**config.mk**
```make
export PLATFORM = sky130hd
export DESIGN_NAME = pixel_dispatch_scheduler
export DESIGN_NICKNAME = d
export VERILOG_FILES = /design/src/rtl/mandel_sched_pkg.sv /design/src/rtl/sched_slot.sv /design/src/rtl/pixel_dispatch_scheduler.sv
export SDC_FILE = /design/constraint.sdc
export NUM_CORES = 1
export LEC_CHECK = 0
export BUFFER_PORTS_ARGS = -buffer_cell sky130_fd_sc_hd__buf_2
export CAP_MARGIN = 20
export CORE_MARGIN = 2
export CORE_UTILIZATION = 25
export DETAILED_ROUTE_END_ITERATION = 8
export PLACE_DENSITY_LB_ADDON = 0.12
export SYNTH_ARGS = -nofsm -noshare
export SYNTH_HDL_FRONTEND = slang
export SYNTH_SLANG_ARGS = --single-unit
```
**constraint.sdc**
```tcl
create_clock -name out_stream_aclk -period 5.8 [get_ports out_stream_aclk]
set_input_delay 0.87 -clock out_stream_aclk [delete_from_list [all_inputs] [get_ports out_stream_aclk]]
set_output_delay 0.87 -clock out_stream_aclk [all_outputs]
set_load 0.01 [all_outputs]
```
**src/rtl/mandel_sched_pkg.sv**
```systemverilog
// Shared types and widths for the pixel dispatch scheduler and its engine slots.
package mandel_sched_pkg;

  localparam int X_W = 10;
  localparam int Y_W = 9;

  typedef enum logic [1:0] {
    IDLE = 2'd0,
    BUSY = 2'd1,
    DONE = 2'd2
  } slot_state_t;

  typedef enum logic [1:0] {
    F_IDLE  = 2'd0,
    F_RUN   = 2'd1,
    F_DRAIN = 2'd2
  } fsm_t;

endpackage

```
**src/rtl/sched_slot.sv**
```systemverilog
// One engine slot: tracks IDLE/BUSY/DONE, captures the returned depth and the
// sof/eol tags of the pixel it owns, and flags done pulses that arrive unexpectedly.
module sched_slot
  import mandel_sched_pkg::*;
#(
  parameter int ITER_W = 8
) (
  input  logic              clk,
  input  logic              rst_n,
  input  logic              issue,
  input  logic              issue_sof,
  input  logic              issue_eol,
  input  logic              done,
  input  logic [ITER_W-1:0] done_depth,
  input  logic              retire,
  output slot_state_t       state,
  output logic [ITER_W-1:0] depth,
  output logic              sof,
  output logic              eol,
  output logic              err
);

  // A done pulse is only meaningful while the engine owns a pixel.
  assign err = done && (state != BUSY);

  always_ff @(posedge clk) begin
    if (!rst_n) begin
      state <= IDLE;
      depth <= '0;
      sof   <= 1'b0;
      eol   <= 1'b0;
    end else begin
      case (state)
        IDLE: if (issue) begin
          state <= BUSY;
          sof   <= issue_sof;
          eol   <= issue_eol;
        end
        BUSY: if (done) begin
          state <= DONE;
          depth <= done_depth;
        end
        DONE: if (retire) state <= IDLE;
        default: state <= IDLE;
      endcase
    end
  end

endmodule

```
**src/rtl/pixel_dispatch_scheduler.sv**
```systemverilog
// Issues raster-order pixels round-robin to N_ENGINES depth engines and retires
// their depths in raster order. Optional SCHED_PERF_EN adds frame/stall counters.
module pixel_dispatch_scheduler
  import mandel_sched_pkg::*;
#(
  parameter int N_ENGINES = 4,
  parameter int X_SIZE    = 640,
  parameter int Y_SIZE    = 480,
  parameter int ITER_W    = 8
) (
  input  logic                      out_stream_aclk,
  input  logic                      periph_resetn,
  input  logic                      run,
  input  logic [ITER_W-1:0]         max_iter,
  output logic [N_ENGINES-1:0]      eng_start,
  output logic [X_W-1:0]            eng_x,
  output logic [Y_W-1:0]            eng_y,
  output logic [ITER_W-1:0]         eng_max_iter,
  input  logic [N_ENGINES-1:0]      eng_done,
  input  logic [N_ENGINES*ITER_W-1:0] eng_depth,
  output logic                      out_valid,
  input  logic                      out_ready,
  output logic [ITER_W-1:0]         out_depth,
  output logic                      out_sof,
  output logic                      out_eol,
  output logic                      busy,
  output logic                      proto_err,
  output fsm_t                      dbg_fsm_state
`ifdef SCHED_PERF_EN
  ,
  output logic [31:0]               frame_cycles,
  output logic [31:0]               stall_cycles
`endif
);

  localparam int PTR_W = $clog2(N_ENGINES);

  fsm_t                  state, state_nxt;
  logic [PTR_W-1:0]      issue_ptr, ret_ptr;
  logic [X_W-1:0]        x_cnt;
  logic [Y_W-1:0]        y_cnt;
  slot_state_t           slot_state [N_ENGINES];
  logic [ITER_W-1:0]     slot_depth [N_ENGINES];
  logic [N_ENGINES-1:0]  slot_sof, slot_eol, slot_err, slot_idle;
  logic [N_ENGINES-1:0]  issue_vec, retire_vec;
  logic                  do_issue, do_retire, x_end, frame_end, at_origin;

  assign x_end     = (x_cnt == X_W'(X_SIZE - 1));
  assign frame_end = x_end && (y_cnt == Y_W'(Y_SIZE - 1));
  assign at_origin = (x_cnt == '0) && (y_cnt == '0);
  assign do_issue  = (state == F_RUN) && slot_idle[issue_ptr];
  assign issue_vec  = do_issue  ? (N_ENGINES'(1) << issue_ptr) : '0;
  assign retire_vec = do_retire ? (N_ENGINES'(1) << ret_ptr)   : '0;

  for (genvar i = 0; i < N_ENGINES; i++) begin : g_slot
    sched_slot #(.ITER_W(ITER_W)) u_slot (
      .clk        (out_stream_aclk),
      .rst_n      (periph_resetn),
      .issue      (issue_vec[i]),
      .issue_sof  (at_origin),
      .issue_eol  (x_end),
      .done       (eng_done[i]),
      .done_depth (eng_depth[i*ITER_W +: ITER_W]),
      .retire     (retire_vec[i]),
      .state      (slot_state[i]),
      .depth      (slot_depth[i]),
      .sof        (slot_sof[i]),
      .eol        (slot_eol[i]),
      .err        (slot_err[i])
    );
    assign slot_idle[i] = (slot_state[i] == IDLE);
  end

  // Output handshake: a beat transfers on a clock edge where out_valid && out_ready;
  // while out_valid && !out_ready the beat and its flags hold unchanged.
  always_comb begin
    out_valid = (slot_state[ret_ptr] == DONE);
    out_depth = out_valid ? slot_depth[ret_ptr] : '0;
    out_sof   = out_valid && slot_sof[ret_ptr];
    out_eol   = out_valid && slot_eol[ret_ptr];
    do_retire = out_valid && out_ready;
  end

  assign busy          = (state != F_IDLE) || !(&slot_idle);
  assign dbg_fsm_state = state;

  always_comb begin
    state_nxt = state;
    case (state)
      F_IDLE:  if (run) state_nxt = F_RUN;
      F_RUN:   if (do_issue && frame_end && !run) state_nxt = F_DRAIN;
      F_DRAIN: if (&slot_idle) state_nxt = F_IDLE;
      default: state_nxt = F_IDLE;
    endcase
  end

  always_ff @(posedge out_stream_aclk) begin
    if (!periph_resetn) begin
      state        <= F_IDLE;
      issue_ptr    <= '0;
      ret_ptr      <= '0;
      x_cnt        <= '0;
      y_cnt        <= '0;
      eng_start    <= '0;
      eng_x        <= '0;
      eng_y        <= '0;
      eng_max_iter <= '0;
      proto_err    <= 1'b0;
    end else begin
      state     <= state_nxt;
      eng_start <= issue_vec;
      if (|slot_err)  proto_err <= 1'b1;
      if (do_retire)  ret_ptr   <= ret_ptr + 1'b1;
      if ((state == F_IDLE) && run) begin
        x_cnt        <= '0;
        y_cnt        <= '0;
        eng_max_iter <= max_iter;
      end
      if (do_issue) begin
        eng_x     <= x_cnt;
        eng_y     <= y_cnt;
        issue_ptr <= issue_ptr + 1'b1;
        // Refresh the limit alongside the (0,0) pulse so a frame never mixes limits.
        if (at_origin) eng_max_iter <= max_iter;
        if (x_end) begin
          x_cnt <= '0;
          y_cnt <= frame_end ? '0 : y_cnt + 1'b1;
        end else begin
          x_cnt <= x_cnt + 1'b1;
        end
      end
    end
  end

`ifdef SCHED_PERF_EN
  logic [31:0]    cyc_cnt, t0_cur, t0_frame, stall_acc;
  logic [Y_W-1:0] ret_line;
  logic           ret_last;

  // Last pixel of a frame is the eol retire that closes the final line.
  assign ret_last = do_retire && out_eol && (ret_line == Y_W'(Y_SIZE - 1));

  always_ff @(posedge out_stream_aclk) begin
    if (!periph_resetn) begin
      cyc_cnt      <= '0;
      t0_cur       <= '0;
      t0_frame     <= '0;
      stall_acc    <= '0;
      ret_line     <= '0;
      frame_cycles <= '0;
      stall_cycles <= '0;
    end else begin
      cyc_cnt <= cyc_cnt + 32'd1;
      if (do_issue && at_origin) t0_cur   <= cyc_cnt;
      if (do_issue && frame_end) t0_frame <= t0_cur;
      if (do_retire && out_eol)  ret_line <= ret_last ? '0 : ret_line + 1'b1;
      if (ret_last) begin
        frame_cycles <= cyc_cnt - t0_frame;
        stall_cycles <= stall_acc;
        stall_acc    <= '0;
      end else if (out_valid && !out_ready) begin
        stall_acc <= stall_acc + 32'd1;
      end
    end
  end
`endif

endmodule

```
=== Word level (Yosys, flattened, before mapping) ===
Index checks and enable logic that the tools add are counted.

* Bits in writable memories: 0
* Output and inout bits: 46
* ROM bits: 0
* Latch bits: 0
* Memories kept: 0
* Logic and storage cells: 153
* Flip-flop bits (word level): 105
* Bits of input ports: 48

* Muxes and demuxes: 45
* Divide/modulo/power cells: 0
* Bitwise gates (word level): 1
* Eq/ne operators: 32
* Shift operators: 2
* Reduce and logical (&&, ||, !) cells: 40
* $lt $le $gt $ge: 3
* $add $sub $neg: 4
* $mul: 0

{| class="wikitable"
|+ Operator list
! operator !! number
|-
| 2-to-1 mux 8 bit || 6
|-
| 2-to-1 mux 9 bit || 4
|-
| 2-to-1 mux 2 bit || 17
|-
| 2-to-1 mux 10 bit || 3
|-
| case mux 2 bit (3 select lines) || 5
|-
| inequality test 2 bit (second input constant) || 10
|-
| inequality test 2 x 1 -> 1 bit (second input constant) || 9
|-
| binary-select mux 8 bit (select 2 bit) || 1
|-
| AND reduction 2 bit || 8
|-
| AND reduction 3 bit || 5
|-
| logical AND 1 bit || 13
|-
| == test 2 bit (second input constant) || 6
|-
| adder 10 x 1 -> 10 bit (second input constant) || 1
|-
| == test 10 bit (second input constant) || 1
|-
| == test 2 x 1 -> 1 bit (second input constant) || 5
|-
| logical NOT 10 bit || 1
|-
| logical NOT 2 bit || 5
|-
| adder 9 x 1 -> 9 bit (second input constant) || 1
|-
| == test 9 bit (second input constant) || 1
|-
| logical NOT 9 bit || 1
|-
| 2-to-1 mux 4 bit || 2
|-
| left shift 1 x 2 -> 4 bit (first input constant) || 2
|-
| binary-select mux 1 bit (select 2 bit) || 3
|-
| < comparator 2 x 3 -> 1 bit (second input constant) || 2
|-
| 10 further kinds || 15
|}

=== Longest topological paths before layout ===
Gate-level depths: netlist (run 1).

* Depth in word-level cells: 9
* Gate-level depth with buffers: 8
* Mapped depth without buffers: 6

=== Cells and area by module ===
A second synthesis (run 1) with hierarchy kept.

* Cell total of the unflattened synthesis: 578
* Area, all modules: 5,211.2 um2

{| class="wikitable"
|+ Modules (own cells, without submodules)
! module !! cells an instance !! times used !! sequential area each (um2) !! area an instance (um2)
|-
| pixel_dispatch_scheduler || 362 || 1 || 1,141.1 || 3,199.3
|-
| sched_slot || 54 || 4 || 240.2 || 503.0
|}

=== Worst setup path before layout (run 1) ===
OpenSTA, ideal clock, no wires.

* Path type: flip-flop to output port
* From: register ret_ptr[1]
* To: output out_depth[0]
* Data required time: 4.930 ns
* Slack: 3.369 ns
* Arrival time: 1.561 ns
* Stages on the path, launching flop included: 4
* Cell sequence: dfxtp_1 > clkbuf_1 > mux4_2 > and2_1

* Word-level cells in the longest chain between the ends: 6
* Elaborated cells on any way between the ends: 9
* Classes of those cells: 1 x eq/ne; 7 x mux; 1 x bitwise

{| class="wikitable"
|+ RTL lines
! element !! line !! RTL
|-
| from (decl) || pixel_dispatch_scheduler.sv:39 || <nowiki>logic [PTR_W-1:0] issue_ptr, ret_ptr;</nowiki>
|-
| from (signal assigned) || pixel_dispatch_scheduler.sv:113 || <nowiki>if (do_retire) ret_ptr <= ret_ptr + 1'b1;</nowiki>
|-
| inverter 2 -> 3 bit (not written as such) (*) || pixel_dispatch_scheduler.sv:77, pixel_dispatch_scheduler.sv:78 ||
|-
| binary-select mux 2 bit (select 2 bit) || pixel_dispatch_scheduler.sv:77 || <nowiki>out_valid = (slot_state[ret_ptr] == DONE);</nowiki>
|-
| 2-to-1 mux 2 bit (not written as such) (2 in series) || pixel_dispatch_scheduler.sv:77 ||
|-
| == test 2 bit || pixel_dispatch_scheduler.sv:77 ||
|-
| 2-to-1 mux 8 bit (*) || pixel_dispatch_scheduler.sv:78 || <nowiki>out_depth = out_valid ? slot_depth[ret_ptr] : '0;</nowiki>
|-
| to (decl) || pixel_dispatch_scheduler.sv:23 || <nowiki>output logic [ITER_W-1:0] out_depth,</nowiki>
|}

Every way passes the cells marked *; elsewhere a longest branch is shown, timed or not. The select of a mux whose other input is x is not followed.

=== Worst setup path after layout (run 1) ===
* From: register ret_ptr[0]
* To: output out_depth[1]

Same word-level chain as after synthesis.

==> results.md, run 1 <==
* Post-route minimum period at 3.252 ns
* Syn Area/Cell at 9.118 um^2
* Max cap viols at 0
* FP Rows at 50
* Grt ovf at 0
* Largest net degree at the start of global routing at 48
* Clk pin slew, worst setup/hold paths at ~0.070 ns
* Die area at 0.02053 mm^2
* Cell count after synthesis at 532
* Total CTS buffers at 9
* Initial drt markers at 235
* First-pass GRT wire length at approximately 21000 um
* Share of cells above drive strength 1 at 22.46%
* Post-place setup slack at roughly 2.8 ns
* CTS max path bufs at 2
* Setup violations, final at 0
* Ys async rst share at 0%
* Setup TNS at 0 ns
* Hold path endpoint: eng_x[1]$_SDFFE_PN0N_
* Status: complete, no violations
* Nets at 665
* Worst-margin pin slew at 1.045 ns
* Top cells by count, synth: dfxtp_1, nand2_1, nor2_1, mux2i_1, a21oi_1
* Worst IR Drop VDD at 0.1697 mV
* WHS Path Cells at 2
* Initial antenna violation count at 0
* DR vias/cell at 4.697
* Max Clock Freq at 307.5 MHz
* EDFF count, synth at 0
* CTS root buf: clkbuf_16
* Lkg Pwr at ~0.0025 uW
* Relative slew slack at 30.19%
* Via count at 4086
* Post-Synthesis Net Count at slightly below 600
* Most frequent cell after synthesis: dfxtp_1
* Detailed-route wire length per cell at between 15 and 20 um
* CP Capture Type: primary output
* DP Area at approximately 0.0055 mm^2
* Post-synthesis register bit count at 105
* Area added between synthesis and finish at 20.27%
* Cts hold-fix bufs at 0
* FF-to-FF Start: issue_ptr[1]$_SDFFE_PN0N_
* CTS H-tree lvls at 3
* RSZ-0062 raised after global routing: false
* Pwr Density at 270.1 mW/mm^2
* Main synth FF type: dfxtp_1
* Pwr Total at 1576 uW
* Sink Count at between 100 and 150
* FF-to-FF End: x_cnt[8]$_SDFFE_PN0P_
* GRT Overall Usage at roughly an eighth
* Startpoint Class: flop
* Hold_sp: eng_x[1]$_SDFFE_PN0N_
* Crit path required time at 4.93 ns
* I/O pins at 94
* CP arrival at around 2.4 ns
* Area leader, netlist: dfxtp_1
* Vias in the first global route at 3978
* Initial DRT Pass Iterations at 4
* Final-report hold violation count at 0
* Final Cycle Share at 56.07%
* Ant diodes at 0
* Hold crit path type: reg2reg
* Design Area, Final at roughly 0.0058 mm^2
* CTS resizes at 0
* Chip height at 143.3 um
* Antenna-violating nets left at 0
* Final HPWL DP at between 9000 and 10000 um
* DRC viols at 0
* Slew Viols, Final at 0
* Synth top area share at between 40% and 50%
* Die width at 143.3 um
* Leading post-synthesis cells by cell area: dfxtp_1, mux2i_1, nand2_1
* Classification of the worst setup path: reg2out
* Clock Latency Late Sink at 0.36 ns
* Cells on worst reg2reg path at 5
* PnR worst setup slack at roughly 2.5 ns
* Initial Util at 25.68%
* Yosys cell types at 52
* Port Buffer Count at 93
* Worst hold slack at 0.4551 ns
* Post-synthesis cell area at roughly 0.0049 mm^2
* Crit path max fanout at 14
* CORE AREA at 0.01889 mm^2
* Final WL at between 10000 and 15000 um
* Seq/Total Area, Yosys at 43.33%
* Reg2Reg Setup Slack at 2.98 ns
* CTS tree: yes
* Worst Skew at 0.009866 ns
* Final GP Congestion at roughly 0.77
* Post-CTS Setup Inserts at 0
* Synth warn at 0
## report_power, final
part	total [uW]	leakage [uW]	internal [uW]	switching [uW]
clock network	637	0.000141	348	289
registers	758	0.000849	740	17.8
logic	181	0.00153	68.3	113
total	1580	0.00252	1160	420
## area by class of cell
cell class | count | area [um^2]
repair buffers | 96 | 485.5
well taps | 260 | 325.3
clock inverters | 6 | 66.31
inverters | 10 | 38.79
fillers | 2068 | 13060
clock buffers | 10 | 239.0
multi-input cells | 383 | 2577
flip-flops and latches | 105 | 2102
## through the flow
step	std cells	utilization [%]
after floorplan	532	-
after global placement	853	29.24
after detailed placement	854	29.26
after CTS	870	30.88
after global routing	870	30.88
final	870	30.88
## flip-flops by register name (all words and copies together) (netlist names)
register,flops
dbg_fsm_state,2
eng_max_iter,8
eng_start,4
eng_x,10
eng_y,9
g_slot.u_slot.depth,32
g_slot.u_slot.eol,4
g_slot.u_slot.sof,4
g_slot.u_slot.state,8
issue_ptr,2
proto_err,1
ret_ptr,2
x_cnt,10
y_cnt,9
## layout by cell type, fill, tap and decap left out, types with 3 or more instances in the layout
cell        count
dfxtp_1       105
buf_2          94
nand2_1        76
nor2_1         48
mux2i_1        44
a21oi_1        34
nand3_1        19
and3_1         13
o21ai_0        13
ha_1           12
mux4_2         11
and2_1         11
nor2b_1        10
nor3_1         10
inv_1           9
clkbuf_16       9
or3_1           8
nor4_1          6
nand4_1         6
nand3b_1        6
a31oi_1         5
mux2_2          5
and4_1          4
nand2b_1        4
a311oi_1        4
nand4b_1        3
clkinvlp_4      3
## per-layer routing
layer / vias to the layer above / global-route usage, % / wire [um]
li1: 2033 / - / -
met1: 1945 / 17.59 / 6434
met2: 95 / 20.85 / 6012
met3: 13 / 3.932 / 700
met4: 0 / 3.096 / 123
met5: - / 0 / 0
## worst max path at each step
stage,startpoint,endpoint,slack (ns),cells past startpoint
floorplan,ret_ptr[1]$_SDFFE_PN0P_,out_depth[0],3.37,3
CTS,ret_ptr[0]$_SDFFE_PN0P_,out_sof,2.47,4
detailed placement,periph_resetn,g_slot[0].u_slot.state[1]$_SDFFE_PN0P_,2.78,4
global placement,periph_resetn,g_slot[1].u_slot.state[1]$_SDFFE_PN0P_,2.88,4
finish,ret_ptr[0]$_SDFFE_PN0P_,out_depth[1],2.55,4
global route,ret_ptr[0]$_SDFFE_PN0P_,out_depth[7],2.40,4
## critical path: stages, from the launching register on
cell and delay, ns:
dfxtp_1 0.84, inv_1 0.21, mux4_2 0.63, and2_1 0.20, buf_2 0.13
## kinds of logic (layout without fill, tap and decap cells)
family / count (synthesis) / in the layout / synth area share, %
and+or+nand+nor: 232 / 232 / 23.65
DFF: 105 / 105 / 43.33
AOI/OAI and AO/OA: 77 / 77 / 10.68
muxes: 60 / 60 / 15.35
buffers and inverters: 44 / 122 / 3.534
adders and majority gates: 12 / 12 / 3.095
xor gates and xnor gates: 2 / 2 / 0.3612
No activity file was read; power rests on OpenSTA's default activity.
==> run 2, diff against run 1 <==
clock period = 2.8 ns   (was 5.8 ns; I/O delays follow)
==> run 2 against run 1 <==
Via count unchanged. Non-clock buffer count increased by 13. Largest cell class unchanged. Wire length increased by 2.4%. Critical endpoint is now x_cnt[8]$_SDFFE_PN0P_.
==> results.md, run 2 (synthesis results as in run 1) <==
* Max reg flops at 32
* Classification of the worst setup path: reg2reg
* Comb pwr share at 11.5%
* Internal power at 2563 uW
* Nets at 678
* Initial antenna violation count at 1
* Final-report hold violation count at 0
* Grt ovf at 0
* Relative slew slack at a little over two fifths
* Worst Setup SP: issue_ptr[1]$_SDFFE_PN0N_
* Grt met2 use at a little over a fifth
* Largest net degree at the start of global routing at 45
* Max cap viols at 0
* CTS max path bufs at 2
* CTS tree: yes
* Status: complete, no violations
* Setup violations, final at 0
* Startpoint Class: flop
* Largest Register: g_slot.u_slot.depth
* Final WL at roughly 14000 um
* Worst IR Drop VDD at around 0.30 mV
* Clock Latency Late Sink at 0.36 ns
* Post-route minimum period at between 2 and 2.5 ns
* CORE AREA at between 0.015 and 0.02 mm^2
* Die width at 143.3 um
* Lkg Pwr at 0.002613 uW
* Slew Viols, Final at 0
* CTS root buf: clkbuf_16
* DR vias/cell at approximately 4.6
* Max Clock Freq at 421.7 MHz
* Area added between synthesis and finish at 23.37%
* Crit path required time at 3.09 ns
* Clk pwr share at 42.8%
* Detailed-route wire length per cell at 15.40 um
* Total CTS buffers at 9
* Final core utilization at a little under a third
* Largest regs: g_slot.u_slot.depth: 32 flops, eng_x: 10 flops, x_cnt: 10 flops
* Via count at about 4100
* Sequential group share of total power at between 40% and 50%
* Post-CTS Setup Inserts at 0
* DRC viols at 0
* Setup TNS at 0 ns
* Cts hold-fix bufs at 0
* FP Rows at 50
* PnR worst setup slack at roughly 0.43 ns
* Ant diodes at 0
* CP arrival at around 2.7 ns
* Final Cycle Share at 84.70%
* Final HPWL DP at 9662 um
* Final GP Congestion at 0.7716
* Commonest non-fill, non-tap cell in the layout: dfxtp_1
* Pwr Total at 3436 uW
* I/O pins at 94
* Multi-input gate area at 0.002577 mm^2
* Commonest non-fill, non-tap cells in the layout: dfxtp_1, buf_2, nand2_1
* Crit path max fanout at 17
* CTS resizes at 0
* First-pass GRT wire length at about 22000 um
* Hold_sp: eng_depth[25]
* Chip height at 143.3 um
* Fillcell total at 2039
* Switching part of the total at 25.42%
* Busiest grt layer: met2
* FF-to-FF Start: issue_ptr[1]$_SDFFE_PN0N_
* Die area at 0.02053 mm^2
* Initial Util at 25.68%
* CTS H-tree lvls at 3
* Initial DRT Pass Iterations at 4
* Register Area at about 0.0021 mm^2
* CP Capture Type: flop
* Sw Pwr at 873.7 uW
* Pwr Density at 574.2 mW/mm^2
* Hold crit path type: in2reg
* RSZ-0062 raised after global routing: false
* Share of cells above drive strength 1 at 24.08%
* Met3 usage at 4.432%
* Vias in the first global route at 4036
* Worst Skew at slightly below 0.004 ns
* Post-place setup slack at between 0.4 and 0.5 ns
* Clk pin slew, worst setup/hold paths at 0.07 ns
* Sink Count at 105
* Port Buffer Count at 93
* Initial drt markers at 194
* DP Cell Count at about 870
* Met1 usage in global routing at between 15 and 20%
* GRT Overall Usage at 13.53%
* Worst-margin pin slew at 0.8550 ns
* Non-Filler Instances at 883
* Antenna-violating nets left at 0
==> run 2: path summary, 6_finish.rpt <==
check	cells after the start	to	slack (ns)
max	5	x_cnt[8]$_SDFFE_PN0P_	0.43
min	3	g_slot[3].u_slot.depth[1]$_SDFFE_PN0P_	0.29
max reg2reg	5	x_cnt[8]$_SDFFE_PN0P_	0.43
min reg2reg	2	eng_y[4]$_SDFFE_PN0N_	0.45
==> run 2: power groups by stage <==
stage | clock network [uW] | logic (uW) | registers (uW)
finish | 1470 | 397 | 1570
global route | 1580 | 438 | 1570
global placement | 0 | 400 | 1600
detailed placement | 0 | 403 | 1600
floorplan | 0 | 249 | 1600
CTS | 1530 | 405 | 1570
==> run 2: area by class of cell <==
cell class | instances | area share, %
multi-input combinational | 383 | 43.07
sequential | 105 | 35.12
timing repair buffer | 109 | 9.994
tap | 260 | 5.436
clock buffer | 9 | 3.763
clock inverter | 7 | 1.986
inverter | 10 | 0.6272
==> run 2: metrics by stage <==
stage | cell area (um^2) | hold WS (ns)
2_1_floorplan | 4851 | 0.4389
3_3_place_gp | 5640 | 0.4414
3_5_place_dp | 5640 | 0.4442
4_1_cts | 5984 | 0.2764
5_1_grt | 5984 | 0.2824
6_report | 5984 | 0.2907
==> run 2: critical path, stage by stage, from the launching register on <==
cell and delay, ns:
dfxtp_1 0.44, or3b_1 0.44, a32oi_4 0.40, nand2_1 0.41, or3_1 0.46, a31oi_1 0.15
==> run 2: routing by layer <==
layer,routed length [um],part of all wire [%]
met1,6475,48
met2,6082,45
met3,859,6.3
met4,176,1.3
met5,0,0
